`src/rtl/fc_pkg.sv`:
```
// fc_pkg: shared definitions for the flow-control transmit path.
//   FC_NUM_CH      - channel count, fixed at 4 to match the flow-control vectors
//   FC_DATA_WIDTH  - default data word width
//   ST_*           - bit positions of the one-hot scheduler states
//   fc_state_t     - one-hot scheduler state encoding
package fc_pkg;

  localparam int unsigned FC_NUM_CH     = 4;
  localparam int unsigned FC_DATA_WIDTH = 8;

  localparam int unsigned ST_RESET = 0;
  localparam int unsigned ST_INIT  = 1;
  localparam int unsigned ST_RUN   = 2;
  localparam int unsigned ST_HALT  = 3;

  typedef enum logic [3:0] {
    S_RESET = 4'b0001,
    S_INIT  = 4'b0010,
    S_RUN   = 4'b0100,
    S_HALT  = 4'b1000
  } fc_state_t;

endpackage

```
`src/rtl/rr_arbiter4.sv`:
```
// rr_arbiter4: purely combinational 4-way round-robin arbiter.
// The search starts at i_ptr and wraps 3 -> 0; the first requester found wins.
//   i_req      - request vector
//   i_ptr      - highest-priority index for this cycle
//   o_gnt      - one-hot grant (all zero when nothing requests)
//   o_gnt_idx  - index of the granted requester (0 when nothing requests)
//   o_gnt_any  - high when some requester was granted
module rr_arbiter4 (
  input  logic [3:0] i_req,
  input  logic [1:0] i_ptr,
  output logic [3:0] o_gnt,
  output logic [1:0] o_gnt_idx,
  output logic       o_gnt_any
);

  logic [1:0] w_idx;

  always_comb begin
    o_gnt     = 4'b0000;
    o_gnt_idx = 2'd0;
    o_gnt_any = 1'b0;
    w_idx     = 2'd0;
    // Walk from the farthest offset down to offset 0 so the nearest requester
    // to the pointer is the one left standing.
    for (int k = 3; k >= 0; k--) begin
      w_idx = i_ptr + 2'(k);
      if (i_req[w_idx]) begin
        o_gnt     = 4'b0001 << w_idx;
        o_gnt_idx = w_idx;
        o_gnt_any = 1'b1;
      end
    end
  end

endmodule

```
`src/rtl/fc_tx_scheduler.sv`:
```
// fc_tx_scheduler: upstream transmitter of the flow-control path.
// Moves one word per cycle, round-robin, from 4 source channels into 4 downstream
// virtual-channel FIFOs, honouring per-channel pause/continue/idle and halting for
// good on any downstream overflow until reset.
// Optional feature macro: FC_PAUSE_TIMEOUT_EN (paused channels auto-resume after
// PAUSE_TIMEOUT paused cycles, guarding against a lost continuar).
// Ports:
//   clk, rst         - clock; synchronous active-high reset
//   i_enb            - global enable; low freezes state and blocks grants
//   i_iniciar        - leave INIT and start scheduling
//   i_pausa          - per-channel pause request
//   i_continuar      - per-channel resume request
//   i_error_full     - per-channel downstream overflow; any bit halts
//   i_idle           - downstream idle; resumes all channels
//   i_src_valid      - per-source word available
//   i_src_data       - source words, channel i at [i*DATA_WIDTH +: DATA_WIDTH]
//   o_src_ready      - combinational one-hot grant
//   o_push           - registered one-hot FIFO write strobe
//   o_data_out       - registered word accompanying o_push
//   o_paused         - registered per-channel pause state
//   o_halted         - registered, high in HALT
module fc_tx_scheduler
  import fc_pkg::*;
#(
  parameter int unsigned DATA_WIDTH    = FC_DATA_WIDTH,
  parameter int unsigned NUM_CH        = FC_NUM_CH,
  parameter int unsigned PAUSE_TIMEOUT = 64
) (
  input  logic                         clk,
  input  logic                         rst,
  input  logic                         i_enb,
  input  logic                         i_iniciar,
  input  logic [NUM_CH-1:0]            i_pausa,
  input  logic [NUM_CH-1:0]            i_continuar,
  input  logic [NUM_CH-1:0]            i_error_full,
  input  logic                         i_idle,
  input  logic [NUM_CH-1:0]            i_src_valid,
  input  logic [NUM_CH*DATA_WIDTH-1:0] i_src_data,
  output logic [NUM_CH-1:0]            o_src_ready,
  output logic [NUM_CH-1:0]            o_push,
  output logic [DATA_WIDTH-1:0]        o_data_out,
  output logic [NUM_CH-1:0]            o_paused,
  output logic                         o_halted
);

  fc_state_t             r_state;
  logic [NUM_CH-1:0]     r_push;
  logic [NUM_CH-1:0]     r_paused;
  logic [DATA_WIDTH-1:0] r_data;
  logic                  r_halted;
  logic [1:0]            r_rr;

  logic                  w_run;
  logic                  w_err;
  logic [NUM_CH-1:0]     w_eligible;
  logic [NUM_CH-1:0]     w_gnt;
  logic [1:0]            w_gnt_idx;
  logic                  w_gnt_any;
  logic [NUM_CH-1:0]     w_timeout;
  logic [NUM_CH-1:0]     w_paused_nxt;

  assign w_run = (r_state == S_RUN);
  assign w_err = |i_error_full;

  // Overflow masks grants in the very cycle it is seen, before HALT is reached.
  assign w_eligible = i_src_valid & ~r_paused & {NUM_CH{w_run & i_enb & ~w_err}};

  rr_arbiter4 u_arb (
    .i_req     (w_eligible),
    .i_ptr     (r_rr),
    .o_gnt     (w_gnt),
    .o_gnt_idx (w_gnt_idx),
    .o_gnt_any (w_gnt_any)
  );

`ifdef FC_PAUSE_TIMEOUT_EN
  localparam int unsigned CntW = $clog2(PAUSE_TIMEOUT + 1);
  localparam logic [CntW-1:0] CntMax = CntW'(PAUSE_TIMEOUT);

  logic [CntW-1:0] r_pcnt [NUM_CH];

  always_ff @(posedge clk) begin
    if (rst) begin
      for (int i = 0; i < NUM_CH; i++) r_pcnt[i] <= '0;
    end else if (i_enb && w_run) begin
      for (int i = 0; i < NUM_CH; i++) begin
        if (i_pausa[i]) begin
          r_pcnt[i] <= '0;
        end else if (r_paused[i] && (r_pcnt[i] != CntMax)) begin
          r_pcnt[i] <= r_pcnt[i] + CntW'(1);
        end
      end
    end
  end

  always_comb begin
    w_timeout = '0;
    for (int i = 0; i < NUM_CH; i++) w_timeout[i] = r_paused[i] && (r_pcnt[i] == CntMax);
  end
`else
  assign w_timeout = '0;
`endif

  // pausa dominates both continuar and idle on the same channel.
  always_comb begin
    w_paused_nxt = r_paused;
    for (int i = 0; i < NUM_CH; i++) begin
      if (i_pausa[i]) begin
        w_paused_nxt[i] = 1'b1;
      end else if (i_continuar[i] || i_idle || w_timeout[i]) begin
        w_paused_nxt[i] = 1'b0;
      end
    end
  end

  always_ff @(posedge clk) begin
    if (rst) begin
      r_state  <= S_RESET;
      r_push   <= '0;
      r_data   <= '0;
      r_paused <= '0;
      r_halted <= 1'b0;
      r_rr     <= 2'd0;
    end else begin
      // Grant only exists when enabled in RUN, so acceptance needs no extra gating.
      r_push <= '0;
      if (w_gnt_any) begin
        r_push <= w_gnt;
        r_data <= i_src_data[w_gnt_idx*DATA_WIDTH +: DATA_WIDTH];
        r_rr   <= w_gnt_idx + 2'd1;
      end
      unique case (r_state)
        S_RESET: r_state <= S_INIT;
        S_INIT: begin
          if (i_enb && i_iniciar) r_state <= S_RUN;
        end
        S_RUN: begin
          if (i_enb) begin
            if (w_err) begin
              r_state  <= S_HALT;
              r_halted <= 1'b1;
              r_paused <= '0;
            end else begin
              r_paused <= w_paused_nxt;
            end
          end
        end
        S_HALT: r_halted <= 1'b1;
        default: r_state <= S_RESET;
      endcase
    end
  end

  assign o_src_ready = w_gnt;
  assign o_push      = r_push;
  assign o_data_out  = r_data;
  assign o_paused    = r_paused;
  assign o_halted    = r_halted;

endmodule

```
`config.mk`:
```
export PLATFORM = sky130hd
export DESIGN_NAME = fc_tx_scheduler
export DESIGN_NICKNAME = d
export VERILOG_FILES = /design/src/rtl/fc_pkg.sv /design/src/rtl/rr_arbiter4.sv /design/src/rtl/fc_tx_scheduler.sv
export SDC_FILE = /design/constraint.sdc
export NUM_CORES = 1
export LEC_CHECK = 0
export CELL_PAD_IN_SITES_DETAIL_PLACEMENT = 1
export CELL_PAD_IN_SITES_GLOBAL_PLACEMENT = 1
export CORE_UTILIZATION = 27
export CTS_CLUSTER_SIZE = 14
export DETAILED_ROUTE_END_ITERATION = 8
export GPL_ROUTABILITY_DRIVEN = 0
export PLACE_DENSITY = 0.82
export SYNTH_ARGS = -nofsm -noshare
export SYNTH_HDL_FRONTEND = slang
export SYNTH_SLANG_ARGS = --single-unit
```
`constraint.sdc`:
```
create_clock -name clk -period 3.15 [get_ports clk]
set_input_delay 0.315 -clock clk [delete_from_list [all_inputs] [get_ports clk]]
set_output_delay 0.315 -clock clk [all_outputs]
set_load 0.005 [all_outputs]
```
# After elaboration in Yosys (flattened, before gate mapping)
# Index checks and enable logic that the tools add are counted.
# classes
bitwise	8
add_sub_neg	4
n_lt_le_gt_ge	4
eq_ne	7
shift	5
reduce_logical	18
muxes	36
# op_table
op	count
$mux 4	8
$shiftx 32x6->8	1
$mux 1	18
$pmux 4 s4	1
$shl 1x2->4 const A	4
$reduce_and 3->1	5
$lt 2x3->1 const B	4
$reduce_bool 3->1	4
$and 4x4->4	2
$bmux 1 s2	4
$mux 2	4
$add 2x1->2 const B	2
$add 2x2->2 const B	2
$eq 4x1->1 const B	1
$eq 4x2->1 const B	1
$eq 4x3->1 const B	1
$eq 4x4->1 const B	1
$logic_or 1x1->1	4
$ne 2x2->1 const B	2
$not 4->4	1
$reduce_and 4->1	1
$reduce_or 4->1	1
$not 1->1	3
$and 1x1->1	2
other kinds (5)	5
# totals
out_inout_bits	21
in_bits	53
word_cells	91
reg_bits	23

# Longest topological paths before layout
# logic_depth
depth_word	12
ltp_mapped	12
ltp_nobuf	8

# Modules after synthesis
# A second synthesis with hierarchy kept.
# unflattened
hier_cells	174
hier_area_um2	1707.9
# by_module_without_submodules
module	cells_per_inst	n_inst	seq_area_each_um2	area_each_um2
fc_tx_scheduler	113	1	460.4	1198.6
rr_arbiter4	61	1	0.0	509.2

# Worst setup path before layout
# No wires, ideal clock.
# synth_timing
path_type	register to register
from	register r_rr[0]
to	register r_data[6] (netlist: o_data_out[6])
n_path_buf	3
setup_ns	0.133
setup_slack_ns	0.205
arrival_time_ns	2.812
stages_incl_launch_ff	12
period_less_slack_ns	2.945
required_time_ns	3.017
path_cell_list	dfxtp_1 > clkbuf_1 > inv_1 > ha_1 > clkbuf_1 > or3b_2 > a221oi_1 > o21ai_0 > a221oi_2 > buf_6 > mux2i_1 > o221ai_1
# synth_via
elab_chain_len	8
elab_cells_between_ends	20
classes_between	add/sub: 3; shift: 1; mux: 16
# synth_lines
element	line_no	rtl
start, declared	fc_tx_scheduler.sv:51	logic [1:0] r_rr;
start signal, assigned	fc_tx_scheduler.sv:130	r_rr <= w_gnt_idx + 2'd1;
$add 2x2->2	rr_arbiter4.sv:26	w_idx = i_ptr + 2'(k);
$bmux 1 s2	rr_arbiter4.sv:27	if (i_req[w_idx]) begin
$mux 1 (not written as such)	rr_arbiter4.sv:27	
$mux 2 (4 in series)	rr_arbiter4.sv:27	
$shiftx 32x6->8	fc_tx_scheduler.sv:129	r_data <= i_src_data[w_gnt_idx*DATA_WIDTH +: DATA_WIDTH];
end signal, assigned	fc_tx_scheduler.sv:129	
end, declared	fc_tx_scheduler.sv:49	logic [DATA_WIDTH-1:0] r_data;
# Several ways; a longest one is shown, not always the timed one. The select of a mux whose other input is x is not followed.
# A chain may end at the register's enable or synchronous reset.

# Final worst setup path
# layout_timing
from	input port i_error_full[0]
to	output port o_src_ready[3]
# layout_via
elab_chain_len	10
elab_cells_between_ends	16
classes_between	mux: 12; bitwise: 3; reduce/logical: 1
# layout_lines
element	line_no	rtl
start, declared	fc_tx_scheduler.sv:35	input logic [NUM_CH-1:0] i_error_full,
$reduce_or 4->1 *	fc_tx_scheduler.sv:63	assign w_err = |i_error_full;
$not 1->1 *	fc_tx_scheduler.sv:66	assign w_eligible = i_src_valid & ~r_paused & {NUM_CH{w_run & i_enb & ~w_err}};
$and 1x1->1 *	fc_tx_scheduler.sv:66	
$and 4x4->4 *	fc_tx_scheduler.sv:66	
$bmux 1 s2	rr_arbiter4.sv:27	
$mux 1 (not written as such)	rr_arbiter4.sv:27	
$mux 4 (3 in series)	rr_arbiter4.sv:27	
$mux 4 *	rr_arbiter4.sv:27	
end, declared	fc_tx_scheduler.sv:39	output logic [NUM_CH-1:0] o_src_ready,
# Every way passes the cells marked *; elsewhere a longest branch is shown, timed or not. The select of a mux whose other input is x is not followed.

==> impl_metrics.csv <==
group,metric,value,unit
synth,synth_flop_cell,"dfxtp_1",
sta,final_max_slew_viol_count,0,
synth,synth_async_sr_flop_share,0,
layout,diodes,0,
sta,clock_skew,0.00705,ns
floorplan,num_rows,28,
setup_path,endpoint_kind,"output pin",
floorplan,io_pins,74,
layout,fillerInstances,715,
synth,synth-seq-cells,23,
route,wirelength,5170,µm
placement,placed_area,2510,µm²
placement,placed_cells,338,
min_path,min_path_type,"flop to flop",
synth,synth_seq_area_share,0.275,
synth,ys_warn_count,0,
synth,ys_top_cells_by_count,"23 x dfxtp_1, 22 x a21oi_1, 18 x mux2i_1, 18 x nor2_1, 15 x nand2_1",
setup_path,critPathMaxStageDelay,0.55,ns
setup_path,worstSetupPathType,"input pin to output pin",
cts,cts_buffers,3,
synth,synth_most_common_cell,"dfxtp_1",
pwr,cellLeakagePower,0.995,nW
pwr,power.total,637,µW
placement,hpwlAfterDp,4030,µm
layout,drive_above_1_share,0.144,
route,first_pass_iters,4,
sta,clock.fmax,0.329,GHz
setup_path,cp_slowest_cell,"or4_4",
route,wl_per_cell,15.0,µm
layout,final_nets,328,
pwr,p_per_area,244,nW/µm²
run_status,outcome,"finished clean",
setup_path,worst-path-buf-inv,2,
cts,cts-root-buf,"clkbuf_8",
setup_path,worstPathRequired,2.83,ns
sta,fin_crit,3.04,ns
route,remaining_drc_errors,0,
setup_path,cp_max_fo,4,
layout,multi_input_area,1180,µm²
global_route,antenna_found_initial,0,
sta,finalSetupViolCount,0,
cts,clkTransAtPathRegs,0.09,ns
synth,synth_edf_count,0,
route,num_vias,1767,
sta,worst_slack,0.109,ns
global_route,grt_overflow,0,
floorplan,start_util,0.281,
global_route,gr-usage-all-layers,0.169,
layout,final_cell_area,2610,µm²
layout,register_area,462,µm²
sta,max_slew_margin,0.442,
cts,cts.path.max_buffers,2,
synth,syn-instance-count,190,
synth,syn_area_per_cell,8.82,µm²
setup_path,start_kind,"input pin",
cts,tritoncts,"done",
synth,synthTopCellsByArea,"dfxtp_1 27%, mux2i_1 11%, mux4_2 6.7%",
synth,synth_top_area_share,0.275,
setup_path,critPathTopFamily,"simple AND/OR/NAND/NOR gates",
route,final_antenna_net_count,0,
synth,ys_types,41,
sta,timing.final.crit_share,0.965,
pwr,vdd_ir_drop_max,0.120,mV
setup_path,worstPathArrival,2.73,ns
cts,htreeDepth,1,
floorplan,dieHeight,80.8,µm
floorplan,die_area,6520,µm²
layout,final_cells,345,
floorplan,die_w,80.8,µm
placement,portBuffers,73,
placement,dp_slack,-0.125,ns
global_route,grt_pass1_vias,1798,
sta,worst_pin_slew,0.834,ns
synth,synth_nets,247,
global_route,grt_pass1_wl,8620,µm
cts,clk_latency,0.28,ns
floorplan,coreArea,5960,µm²
route,drtIter0Drc,60,
sta,rsz0062_at_grt,"no",
run,drv_cap,0,
synth,synth.largest_area_cell,"dfxtp_1",
global_route,grt_max_degree,23,
synth,syn_area,1680,µm²
setup_path,path_cells,"clkdlybuf4s50_1 > or4_4 > or4_4 > nor4_4 > a21oi_1 > nor2_1 > clkdlybuf4s50_1",
route,routed_via_density,5.12,
layout,synthToLayoutAreaGrowth,55.9,%
sta,whs,0.481,ns
sta,hold_violations,0,
cts,clkSinkCount,23,
## stage by stage
step | TNS (ns) | util
after detailed placement | -0.464 | 0.421
final | 0 | 0.438
after global placement | -0.341 | 0.421
after global routing | 0 | 0.438
after floorplan | 0 | -
after CTS | 0 | 0.431
## cells by family (layout without fill, tap and decap cells)
kind of cell	after synthesis	in the layout	share of synthesized area
AO/OA/AOI/OAI	48	48	0.190
XOR/XNOR	1	1	0.00523
adder cells (fa/ha/maj)	4	4	0.0299
buffers and inverters	10	90	0.0358
flip-flops	23	23	0.275
multiplexers	23	23	0.175
AND/OR/NAND/NOR	81	81	0.289
## placed cells by master (no fill, tap or decap), types with 3 or more instances in the layout
| master | n |
|---|---|
| nor4b_1 | 3 |
| nand3_1 | 4 |
| a21oi_1 | 19 |
| nand2_1 | 15 |
| clkdlybuf4s50_1 | 70 |
| nand3b_1 | 9 |
| a21oi_2 | 3 |
| ha_1 | 3 |
| o21ai_0 | 8 |
| buf_4 | 11 |
| clkbuf_8 | 3 |
| mux2i_1 | 18 |
| mux4_2 | 5 |
| nor2b_1 | 4 |
| nor2_1 | 18 |
| dfxtp_1 | 22 |
| nand2b_1 | 10 |
| dlymetal6s2s_1 | 3 |
| nor3_1 | 4 |
| o221ai_1 | 7 |
## timing repair
action / in CTS / in global routing
pin swaps: 1 / 2
resized for setup: 2 / 8
buffers inserted: 0 / 3
hold buffers: 0 / 0
endpoints found under the setup margin: 4 / 4
## tightest hold or removal path: cells and delay by family (launching register included)
family / cells / cell delay [ns]
simple gates: 1 / 0.05
compound gates: 1 / 0.07
flops: 1 / 0.34
## report_power, final
part | total, mW | switching [mW] | internal [mW]
clock | 0.203 | 0.113 | 0.0899
combinational | 0.129 | 0.0454 | 0.0841
sequential | 0.305 | 0.0103 | 0.295
## layout make-up
class | count | share of cell area
clock buffers | 3 | 0.0158
clock inverters | 1 | 0.00287
inverters | 2 | 0.00287
multi-input cells | 157 | 0.451
flip-flops and latches | 23 | 0.177
well taps | 75 | 0.0359
repair buffers | 84 | 0.314
## sequential cells by signal (all words and copies together), names as in the netlist
name,count
o_paused,4
o_halted,1
o_data_out,8
r_state,4
r_rr,2
o_push,4
## layer usage
| metal | vias up | global-route usage | part of all wire |
|---|---|---|---|
| met3 | 5 | 0.0472 | 0.056 |
| met5 | - | 0 | 0 |
| li1 | 872 | - | - |
| met2 | 49 | 0.295 | 0.50 |
| met1 | 841 | 0.206 | 0.44 |
| met4 | 0 | 0.0393 | 0.0062 |
## worst paths after layout
check | start | endpoint | slack, ns | cells past startpoint
min reg2reg | o_data_out[5] | o_data_out[5] | 0.48 | 2
min | o_data_out[5] | o_data_out[5] | 0.48 | 2
max reg2reg | r_rr[0] | o_data_out[2] | 0.57 | 9
max | i_error_full[0] | o_src_ready[3] | 0.11 | 7
Power figures use the tool's default switching activity.
